$ cat src/rtl/palette_sched_pkg.sv
`default_nettype none
// ============================================================================
// Module      : palette_sched_pkg
// Description : Shared types and constants for the palette lookup scheduler.
//               Provides the LUT index/colour widths, the host FSM state
//               encoding, the stage-1 owner tags and the blanking colour.
// Revision    : 1.0 - initial release
// ============================================================================
package palette_sched_pkg;

    localparam int IDX_W = 7;   // {hue[3:0], lum[3:1]}
    localparam int RGB_W = 24;
    localparam int HUE_W = 4;
    localparam int LUM_W = 4;

    typedef enum logic [1:0] {
        IDLE   = 2'd0,
        WAIT   = 2'd1,
        ISSUED = 2'd2,
        ACK    = 2'd3
    } host_state_e;

    // Who owns the LUT index held in stage 1.
    localparam logic OWN_VIDEO = 1'b0;
    localparam logic OWN_HOST  = 1'b1;

    localparam logic [RGB_W-1:0] BLACK_RGB = 24'h000000;

endpackage : palette_sched_pkg
`default_nettype wire

$ cat src/rtl/palette_DB.sv
`default_nettype none
// ============================================================================
// Module      : palette_DB
// Description : Combinational NTSC palette LUT. 16 hues x 8 luminance steps
//               mapped to 24-bit RGB.
// Ports       : hue_i        - colour hue (4 bits)
//               lum_i        - luminance step, i.e. lum[3:1] (3 bits)
//               rgb_24bpp_o  - {R, G, B} colour
// Revision    : 1.0 - initial release
// ============================================================================
module palette_DB
    import palette_sched_pkg::*;
(
    input  logic [HUE_W-1:0] hue_i,
    input  logic [LUM_W-2:0] lum_i,
    output logic [RGB_W-1:0] rgb_24bpp_o
);

    // One row per hue, eight luminance steps per row.
    localparam logic [RGB_W-1:0] PALETTE [128] = '{
        24'h000000, 24'h404040, 24'h6C6C6C, 24'h909090, 24'hB0B0B0, 24'hC8C8C8, 24'hDCDCDC, 24'hECECEC,
        24'h444400, 24'h646410, 24'h848424, 24'hA0A034, 24'hB8B840, 24'hD0D050, 24'hE8E85C, 24'hFCFC68,
        24'h702800, 24'h844414, 24'h985C28, 24'hAC783C, 24'hBC8C4C, 24'hCCA05C, 24'hDCB468, 24'hECC878,
        24'h841800, 24'h983418, 24'hAC5030, 24'hC06848, 24'hD0805C, 24'hE09470, 24'hECA880, 24'hFCBC94,
        24'h880000, 24'h9C2020, 24'hB03C3C, 24'hC05858, 24'hD07070, 24'hE08888, 24'hECA0A0, 24'hFCB4B4,
        24'h78005C, 24'h8C2074, 24'hA03C88, 24'hB0589C, 24'hC070B0, 24'hD084C0, 24'hDC9CD0, 24'hECB0E0,
        24'h480078, 24'h602090, 24'h783CA4, 24'h8C58B8, 24'hA070CC, 24'hB484DC, 24'hC49CEC, 24'hD4B0FC,
        24'h140084, 24'h302098, 24'h4C3CAC, 24'h6858C0, 24'h7C70D0, 24'h9488E0, 24'hA8A0EC, 24'hBCB4FC,
        24'h000088, 24'h1C209C, 24'h3840B0, 24'h505CC0, 24'h6874D0, 24'h7C8CE0, 24'h90A4EC, 24'hA4B8FC,
        24'h00187C, 24'h1C3890, 24'h3854A8, 24'h5070BC, 24'h6888CC, 24'h7C9CDC, 24'h90B4EC, 24'hA4C8FC,
        24'h002C5C, 24'h1C4C78, 24'h386890, 24'h5084AC, 24'h689CC0, 24'h7CB4D4, 24'h90CCE8, 24'hA4E0FC,
        24'h003C2C, 24'h1C5C48, 24'h387C64, 24'h509C80, 24'h68B494, 24'h7CD0AC, 24'h90E4C0, 24'hA4FCD4,
        24'h003C00, 24'h205C20, 24'h407C40, 24'h5C9C5C, 24'h74B474, 24'h8CD08C, 24'hA4E4A4, 24'hB8FCB8,
        24'h143800, 24'h345C1C, 24'h507C38, 24'h6C9850, 24'h84B468, 24'h9CCC7C, 24'hB4E490, 24'hC8FCA4,
        24'h2C3000, 24'h4C501C, 24'h687034, 24'h848C4C, 24'h9CA864, 24'hB4C078, 24'hCCD488, 24'hE0EC9C,
        24'h442800, 24'h644818, 24'h846830, 24'hA08444, 24'hB89C58, 24'hD0B46C, 24'hE8CC7C, 24'hFCE08C
    };

    assign rgb_24bpp_o = PALETTE[{hue_i, lum_i}];

endmodule : palette_DB
`default_nettype wire

$ cat src/rtl/palette_lookup_scheduler.sv
`default_nettype none
// ============================================================================
// Module      : palette_lookup_scheduler
// Description : Time-shares one combinational palette LUT between the video
//               pixel stream (strict priority, never stalled) and a host
//               readback port that only uses free slots (idle or blanking).
//               Two-stage pipeline: stage 1 registers the chosen index, stage 2
//               registers the LUT result and applies blanking.
// Optional    : PALETTE_BW_SWITCH_EN - adds bw_mode_i; when high the video
//               hue is forced to 0 (B/W console switch). Host path unaffected.
// Ports       : clk, reset        - clock, synchronous active-high reset
//               pix_valid_i/pix_blank_i/pix_hue_i/pix_lum_i - pixel slot in
//               rgb_out_o/rgb_valid_o - registered pixel colour, 2-cycle latency
//               host_req_i/host_idx_i - host lookup request (level) and index
//               host_ack_o/host_err_o/host_rgb_o - completion pulse, timeout
//               flag, lookup result (held until next ack)
// Revision    : 1.0 - initial release
// ============================================================================
module palette_lookup_scheduler
    import palette_sched_pkg::*;
#(
    parameter int HOST_TIMEOUT = 1024,
    parameter int TIMEOUT_W    = 16
) (
    input  logic             clk,
    input  logic             reset,
    input  logic             pix_valid_i,
    input  logic             pix_blank_i,
    input  logic [HUE_W-1:0] pix_hue_i,
    input  logic [LUM_W-1:0] pix_lum_i,
`ifdef PALETTE_BW_SWITCH_EN
    input  logic             bw_mode_i,
`endif
    output logic [RGB_W-1:0] rgb_out_o,
    output logic             rgb_valid_o,
    input  logic             host_req_i,
    input  logic [IDX_W-1:0] host_idx_i,
    output logic             host_ack_o,
    output logic             host_err_o,
    output logic [RGB_W-1:0] host_rgb_o
);

    // Last wait-counter value before timeout; only meaningful when enabled.
    localparam logic [TIMEOUT_W-1:0] TO_LAST = TIMEOUT_W'(HOST_TIMEOUT - 1);
    localparam bit                   TO_EN   = (HOST_TIMEOUT != 0);

    // ------------------------------------------------------------------
    // Stage 1: slot arbitration and index select
    // ------------------------------------------------------------------
    logic             slot_free;
    logic             video_sel;
    logic             host_grant;
    logic [HUE_W-1:0] vid_hue;
    logic [IDX_W-1:0] idx_d;
    logic             own_d;
    logic             unused_lum0;

    host_state_e      state_q;
    logic [TIMEOUT_W-1:0] wait_cnt_q;

    logic [IDX_W-1:0] s1_idx_q;
    logic             s1_own_q;
    logic             s1_valid_q;
    logic             s1_blank_q;

    logic [RGB_W-1:0] lut_rgb;
    logic [RGB_W-1:0] rgb_out_q;
    logic             rgb_valid_q;
    logic             host_ack_q;
    logic             host_err_q;
    logic [RGB_W-1:0] host_rgb_q;

    // Luminance LSB does not select a palette entry.
    assign unused_lum0 = pix_lum_i[0];

`ifdef PALETTE_BW_SWITCH_EN
    assign vid_hue = bw_mode_i ? '0 : pix_hue_i;
`else
    assign vid_hue = pix_hue_i;
`endif

    assign slot_free  = !pix_valid_i || pix_blank_i;
    assign video_sel  = !slot_free;
    assign host_grant = slot_free && (state_q == WAIT);

    always_comb begin
        idx_d = host_idx_i;
        own_d = OWN_VIDEO;
        if (video_sel) begin
            idx_d = {vid_hue, pix_lum_i[LUM_W-1:1]};
        end else if (host_grant) begin
            own_d = OWN_HOST;
        end
    end

    // ------------------------------------------------------------------
    // Shared LUT, driven from the stage-1 registered index
    // ------------------------------------------------------------------
    palette_DB u_palette_db (
        .hue_i       (s1_idx_q[IDX_W-1 -: HUE_W]),
        .lum_i       (s1_idx_q[LUM_W-2:0]),
        .rgb_24bpp_o (lut_rgb)
    );

    // ------------------------------------------------------------------
    // Video pipeline
    // ------------------------------------------------------------------
    always_ff @(posedge clk) begin
        if (reset) begin
            s1_idx_q    <= '0;
            s1_own_q    <= OWN_VIDEO;
            s1_valid_q  <= 1'b0;
            s1_blank_q  <= 1'b0;
            rgb_out_q   <= BLACK_RGB;
            rgb_valid_q <= 1'b0;
        end else begin
            s1_idx_q    <= idx_d;
            s1_own_q    <= own_d;
            s1_valid_q  <= pix_valid_i;
            s1_blank_q  <= pix_blank_i;
            rgb_valid_q <= s1_valid_q;
            // Without a valid pixel the previous colour is held, which also
            // keeps host lookups from leaking onto the video output.
            if (s1_valid_q) begin
                if (s1_blank_q) begin
                    rgb_out_q <= BLACK_RGB;
                end else if (s1_own_q == OWN_VIDEO) begin
                    rgb_out_q <= lut_rgb;
                end
            end
        end
    end

    // ------------------------------------------------------------------
    // Host request FSM with registered completion outputs
    // ------------------------------------------------------------------
    always_ff @(posedge clk) begin
        if (reset) begin
            state_q    <= IDLE;
            wait_cnt_q <= '0;
            host_ack_q <= 1'b0;
            host_err_q <= 1'b0;
            host_rgb_q <= BLACK_RGB;
        end else begin
            host_ack_q <= 1'b0;
            case (state_q)
                IDLE: begin
                    if (host_req_i) begin
                        state_q    <= WAIT;
                        wait_cnt_q <= '0;
                    end
                end
                WAIT: begin
                    // A free slot beats both an abort and a timeout.
                    if (slot_free) begin
                        state_q <= ISSUED;
                    end else if (!host_req_i) begin
                        state_q <= IDLE;
                    end else if (TO_EN && (wait_cnt_q == TO_LAST)) begin
                        state_q    <= ACK;
                        host_ack_q <= 1'b1;
                        host_err_q <= 1'b1;
                        host_rgb_q <= BLACK_RGB;
                    end else if (wait_cnt_q != '1) begin
                        wait_cnt_q <= wait_cnt_q + 1'b1;
                    end
                end
                ISSUED: begin
                    // The LUT is presenting the granted host index this cycle.
                    state_q    <= ACK;
                    host_ack_q <= 1'b1;
                    host_err_q <= 1'b0;
                    host_rgb_q <= lut_rgb;
                end
                ACK: begin
                    state_q <= IDLE;
                end
                default: begin
                    state_q <= IDLE;
                end
            endcase
        end
    end

    assign rgb_out_o   = rgb_out_q;
    assign rgb_valid_o = rgb_valid_q;
    assign host_ack_o  = host_ack_q;
    assign host_err_o  = host_err_q;
    assign host_rgb_o  = host_rgb_q;

endmodule : palette_lookup_scheduler
`default_nettype wire
$ cat config.mk
export PLATFORM = sky130hd
export DESIGN_NAME = palette_lookup_scheduler
export DESIGN_NICKNAME = d
export VERILOG_FILES = /design/src/rtl/palette_sched_pkg.sv /design/src/rtl/palette_DB.sv /design/src/rtl/palette_lookup_scheduler.sv
export SDC_FILE = /design/constraint.sdc
export NUM_CORES = 1
export LEC_CHECK = 0
export ABC_AREA = 1
export CAP_MARGIN = 20
export CORE_MARGIN = 2
export CORE_UTILIZATION = 58
export CTS_CLUSTER_DIAMETER = 200
export CTS_CLUSTER_SIZE = 8
export DETAILED_ROUTE_END_ITERATION = 8
export PLACE_DENSITY_LB_ADDON = 0.1
export SYNTH_ARGS = -nofsm -noshare
export SYNTH_HDL_FRONTEND = slang
export SYNTH_HIERARCHICAL = 1
export SYNTH_SLANG_ARGS = --single-unit
$ cat constraint.sdc
create_clock -name clk -period 2.59 [get_ports clk]
set_input_delay 0.518 -clock clk [delete_from_list [all_inputs] [get_ports clk]]
set_output_delay 0.518 -clock clk [all_outputs]
set_load 0.05 [all_outputs]
==> reports/summary.txt, run 1 <==
Largest net degree at the start of global routing -> 60
PwrDens -> 630.1 mW/mm2
Layout cell share with drive strength beyond 1 -> 8.432%
Routability cong. -> 0.9947
Routed wire per std cell -> 16.46 um
Detail Placement HPWL -> 15850 um
Antenna Cells -> 0
Overall Global Routing Usage -> 36.45%
DR iter-0 viols -> 1142
Design Power -> 0.004702 W
Tcrit/Tclk final -> 90.09%
Setup WS pre-CTS -> 286.2 ps
Worst-path clk slew -> 90 ps
Prevailing post-synth register cell -> dfxtp_1
R2R cell count -> 14
Synth area leaders -> dfxtp_1 (24%), nand2_1 (24%), nand3_1 (13%), nor2_1 (7.2%), a21oi_1 (4.6%)
LEAKAGE -> 3.444 nW
Highest clock rate -> 0.4286 GHz
Worst min-delay path class -> input port to flip-flop
Synth cell count leaders -> nand2_1 (409), nand3_1 (164), nor2_1 (125)
Startpoint Class -> flip-flop
Core ar. -> 0.01089 mm2
Sink Count -> 79
Initial core utilization -> 59.93%
Worst EP required -> 2890 ps
Max-Cap Viols -> 0
CTS Buffer Depth -> 2
DR pass1 iterations -> 6
Area grow syn2layout -> 14.36%
Global route total overflow -> 0
Count leader, synth -> nand2_1
Final setup fails -> 0
First-pass GRT wire length -> 34070 um
Final WL -> 21830 um
Peak fanout along the critical path -> 5
Final worst slack -> 256.6 ps
CTS tree -> built
XOR/XNOR share of the synthesized area -> 0.2685%
Nets -> 1221
Die height -> 110.1 um
Slew @ Worst Pin -> 727.0 ps
Max H-tree Level -> 3
CP arrival -> 2630 ps
Mapped Cells -> 1129
Via count -> 7714
Inserted Clock Buffers -> 9
Status -> complete, no violations
Largest family of logic cells by synthesized area -> simple AND/OR/NAND/NOR gates
Post-synth ARST share -> 0%
Synth Register Bits -> 79
Die Area -> 0.01211 mm2
Hold depth -> 2
Most crowded layer after global routing -> met2
TNS Setup -> 0 ps
Die W -> 110.1 um
Number of synthesized flops with an enable pin -> 0
# hold bufs at CTS -> 0
I/O Buffers -> 69
Worst vdd ir -> 564.3 uV
Met2 Use GR -> 53.29%
Area leader, netlist -> dfxtp_1
Mux contribution to synthesized area -> 0%
Compound-Gate Fraction of Synth Area -> 9.128%
Placed cell area -> 0.007256 mm2
Post-synth top area share -> 24.24%
Setup CP Type -> flip-flop to flip-flop
Initial antenna violation count -> 0
Finished Cell Area -> 0.007462 mm2
Min cycle time layout -> 2333 ps
DR vias/cell -> 5.817
Syn Area/Cell -> 5.779 um2
Syn Std Cell Area -> 0.006525 mm2
RSZ-0062 raised after global routing -> no
# IOs -> 71
Synth warnings -> 6
M1 GR Usage -> 51.33%
Seq/Total Area, Yosys -> 24.24%
FF-to-FF setup slack -> 260 ps
Setup Skew -> 8.887 ps
Nature of the critical path endpoint -> flip-flop
Vias in the first global route -> 6603
Std-Cell Rows -> 38
Clock Tree Root -> clkbuf_8
Post-Synth Simple-Gate Area -> 51.52%
Post-Synth Adder-Cell Area -> 3.835%
Worst-Skew Late Latency -> 360 ps
Post-route ant nets -> 0
Final Hold Fails -> 0
Worst slew margin -> 51.48%
Met3 Use GR -> 10.11%
Drt drc -> 0
Max-slew violation count -> 0
Post-layout util -> 68.54%
Yosys cell types -> 38
==> flip-flops by register name, summed over array words and instances, names as in the netlist, named ones only <==
name	flops
wait_cnt_q	16
host_rgb_o	24
s1_blank_q	1
host_ack_o	1
s1_valid_q	1
s1_idx_q	7
rgb_out_o	24
state_q	1
s1_own_q	1
host_err_o	1
rgb_valid_o	1
==> worst paths after layout <==
| check | start | end |
|---|---|---|
| worst max register to register | s1_idx_q[0] | host_rgb_o[10] |
| worst min register to register | s1_valid_q | rgb_valid_o |
| worst max-delay path | s1_idx_q[0] | host_rgb_o[10] |
| worst min-delay path | reset | wait_cnt_q[9] |
==> layout by cell type, fill, tap and decap left out, types with 4 or more instances in the layout <==
master / n
ha_1: 20
nor2_1: 125
nand2_2: 23
o21ai_0: 30
nand4_1: 13
inv_1: 66
inv_2: 7
conb_1: 6
nand3b_1: 24
nand3_1: 164
clkdlybuf4s50_1: 68
nand2_4: 4
nand2_1: 408
o211ai_1: 6
a31oi_1: 5
buf_4: 33
o21ai_1: 4
a21oi_1: 60
clkbuf_8: 9
dfxtp_1: 79
==> power by group <==
group | internal (W) | leakage (nW) | switching (W)
Clock | 0.000459 | 0.102 | 0.000491
Combinational | 0.000730 | 2.70 | 0.00156
Sequential | 0.00136 | 0.644 | 0.000101
==> per-layer routing <==
layer / vias to the layer above / routed length [um]
li1: 3733 / -
met1: 3394 / 9049
met2: 522 / 9341
met3: 65 / 2732
met4: 0 / 704
met5: - / 0
==> critical path, stage by stage, from the launching register on <==
cell     delay, ps
dfxtp_1        480
inv_2           70
ha_1           410
inv_1          110
nand2_2        150
nand3_1        180
nand2_1        120
nor2_1          40
nor2_1         190
nor2_1          60
nor2_1         180
nand2_1         70
nand2_1         70
nand2_1         50
nor2_1          90
==> cell families (layout without fill, tap and decap cells) <==
family	count (synthesis)	in the layout
simple gates	771	771
other cells	1	6
fa+ha+maj	20	20
xor+xnor	2	2
buf+inv	145	197
compound gates	111	111
flops	79	79
==> final cells by class <==
class                           instances  area (um2)
Clock buffer                            9       123.9
Clock inverter                          7       80.08
Fill cell                            1026        3426
Multi-Input combinational cell        910        4250
Inverter                               78       297.8
Tap cell                              140       175.2
Timing Repair Buffer                  103       953.4
Sequential cell                        79        1582
==> per-stage QoR <==
stage / hold WS [ps] / instances
4_1_cts: 383.0 / 1326
6_report: 390.3 / 1326
3_5_place_dp: 452.9 / 1310
5_1_grt: 392.8 / 1326
3_3_place_gp: 451.1 / 1310
2_1_floorplan: 428.2 / 1134
==> what timing repair did <==
action                     CTS  global route
gates resized for setup      0             1
setup endpoints to repair    0             1
buffers inserted             0             0
No activity file was read; power rests on OpenSTA's default activity.
==> inputs of run 2 (changes only) <==
CAP_MARGIN = not set   (was 20)
CORE_MARGIN = 5   (was 2)
CORE_UTILIZATION = 57   (was 58)
SYNTH_HIERARCHICAL = not set   (was 1)
==> run 2 against run 1 <==
  * First-iteration DRC count decreased by 22%
  * Largest power group unchanged
  * Hold slack better by 53 ps
  * Die area decreased by 1.1%
  * Synthesized cell count shrank 14%
  * Register-to-register slack worse by 40 ps
  * Design area fell by 13%
  * Clock skew rose by 0.87 ps
  * Clock-buffer cell count is the same
  * Power down 28%
  * Global-route usage is 2.7 points lower
  * Critical path depth shrank 1
==> reports/summary.txt, run 2 <==
Sw frac -> 40.80%
Synth cell count leaders -> nand2_1 (337), nand3_1 (150), nor2_1 (89)
Worst-Skew Late Latency -> 340 ps
Seq pwr share -> 32.7%
Internal power -> 0.001999 W
Via count -> 6786
Die W -> 109.5 um
DR pass1 iterations -> 6
TNS Setup -> 0 ps
Seq/Total Area, Yosys -> 23.79%
Inserted Clock Buffers -> 9
Synth warnings -> 0
Setup Skew -> 9.756 ps
Worst-path clk slew -> 90 ps
Status -> complete, no violations
Min cycle time layout -> 2377 ps
Most used cell along the critical path -> nand2_1
Drt drc -> 0
Largest stage delay, worst path -> 440 ps
Combinational share of power -> 37.1%
Worst EP required -> 2790 ps
Slowest cell on the critical path -> ha_1
Nets -> 1051
Layout cell share with drive strength beyond 1 -> 7.094%
Die height -> 109.5 um
Most frequent cells in the layout -> nand2_1 (337), nand3_1 (150), nor2_1 (89), a21oi_1 (69), dfxtp_1 (67)
Sink Count -> 67
CP arrival -> 2580 ps
DR vias/cell -> 5.911
Post-layout util -> 67.10%
First-pass GRT wire length -> 31770 um
Std-Cell Rows -> 36
Design Power -> 0.003377 W
Mapped Cells -> 968
Core ar. -> 0.009729 mm2
Startpoint Class -> flip-flop
Largest net degree at the start of global routing -> 47
P_sw -> 0.001378 W
Synth area leaders -> dfxtp_1 (24%), nand2_1 (22%), nand3_1 (13%), a21oi_1 (6.1%), nor2_1 (5.9%)
LEAKAGE -> 2.875 nW
Crit path cell chain -> inv_1 -> ha_1 -> inv_1 -> nand2_1 -> nand3_1 -> nand2_1 -> nand2_1 -> nand2_1 -> nand2_1 -> nand2_1 -> nand2_1 -> nand3_1 -> a21oi_1
CTS tree -> built
Worst min-delay path class -> flip-flop to flip-flop
Post-synth ARST share -> 0%
Antenna Cells -> 0
Max-Cap Viols -> 0
Routability cong. -> 1.032
Setup CP Type -> flip-flop to flip-flop
Count leader, synth -> nand2_1
Highest clock rate -> 0.4207 GHz
Nature of the critical path endpoint -> flip-flop
PostCTS Resize Cnt -> 0
Clock Tree Root -> clkbuf_8
Syn Area/Cell -> 5.824 um2
I/O Buffers -> 57
Worst slew margin -> 49.15%
Initial antenna violation count -> 0
RSZ-0062 raised after global routing -> no
Synth Register Bits -> 67
CTS Buffer Depth -> 2
Yosys cell types -> 41
Tcrit/Tclk final -> 91.77%
Number of synthesized flops with an enable pin -> 0
# IOs -> 71
DR iter-0 viols -> 887
Max H-tree Level -> 3
Fillers -> 961
Routed wire per std cell -> 17.36 um
Worst vdd ir -> 331.8 uV
Area grow syn2layout -> 15.80%
Max-slew violation count -> 0
Commonest non-fill, non-tap cell in the layout -> nand2_1
Overall Global Routing Usage -> 33.76%
Post-synth top area share -> 23.79%
Final Hold Fails -> 0
Initial core utilization -> 57.95%
Final setup fails -> 0
Slew @ Worst Pin -> 760.0 ps
Post-route ant nets -> 0
Detail Placement HPWL -> 14490 um
Global route total overflow -> 0
Peak fanout along the critical path -> 9
PwrDens -> 517.3 mW/mm2
Final WL -> 19930 um
# hold bufs at CTS -> 0
Area leader, netlist -> dfxtp_1
FF-to-FF setup slack -> 210 ps
Post-CTS Setup Inserts -> 0
Prevailing post-synth register cell -> dfxtp_1
Vias in the first global route -> 6372
Syn Std Cell Area -> 0.005638 mm2
Clk pwr share -> 30.2%
Die Area -> 0.01198 mm2
==> run 2: changes by cell type after synthesis, moves of 9 or more <==
cell      previous run  this run
nor2_1             125        89
a21oi_1             60        69
nand2_1            409       337
nand2_2             22         3
dfxtp_1             79        67
o21ai_0             30        43
nand3b_1            24         3
inv_1               66        51
nand3_1            164       150
==> run 2: area by class of cell <==
cell class | count | area (um2) | share of cell area (%)
inverters | 56 | 210.2 | 3.220
clock inverters | 7 | 105.1 | 1.610
repair buffers | 85 | 800.8 | 12.27
multi-input cells | 791 | 3781 | 57.91
clock buffers | 9 | 123.9 | 1.897
flip-flops and latches | 67 | 1341 | 20.54
well taps | 133 | 166.4 | 2.549
==> run 2: cell families after synthesis <==
| logic type | synth area share (%) |
|---|---|
| xor+xnor | 1.554 |
| other cells | 0.06651 |
| simple gates | 46.40 |
| flops | 23.79 |
| fa+ha+maj | 4.660 |
| compound gates | 13.65 |
| buf+inv | 9.875 |
==> run 2: metal layers <==
metal  part of all wire, %  track usage, %
met1                    38           40.95
met4                   7.4           22.26
met5                     0               0
met3                   9.8           7.046
met2                    45           53.84
==> run 2: through the flow <==
step                hold slack (ps)  cells  area (um2)  worst slack (ps)
finish                        442.8   1148        6529             213.1
global route                  455.2   1148        6529             12.57
CTS                           444.2   1148        6529             273.0
floorplan                     401.6    979        5679             525.0
global placement              419.9   1132        6300             245.7
detailed placement            430.3   1132        6300             199.5
==> run 2: path summary, 6_finish.rpt <==
check | endpoint | cells past startpoint | startpoint
worst max register to register | rgb_out_o[21] | 13 | s1_idx_q[1]
worst min-delay path | rgb_valid_o | 2 | s1_valid_q
worst max-delay path | rgb_out_o[21] | 13 | s1_idx_q[1]
worst min register to register | rgb_valid_o | 2 | s1_valid_q
==> run 2: power by group through the flow <==
stage	sequential (W)	combinational, W	clock [W]
after global routing	0.00111	0.00136	0.00109
after global placement	0.00113	0.00121	0
after floorplan	0.00121	0.000781	0
after CTS	0.00110	0.00122	0.00104
after detailed placement	0.00113	0.00121	0
final	0.00110	0.00125	0.00102
==> run 2: critical path: cells and delay by family (launching register included) <==
kind / cells / cell delay (ps)
and+or+nand+nor: 9 / 1130
adders and majority gates: 1 / 440
DFF: 1 / 350
buffers and inverters: 2 / 250
AOI/OAI and AO/OA: 1 / 70
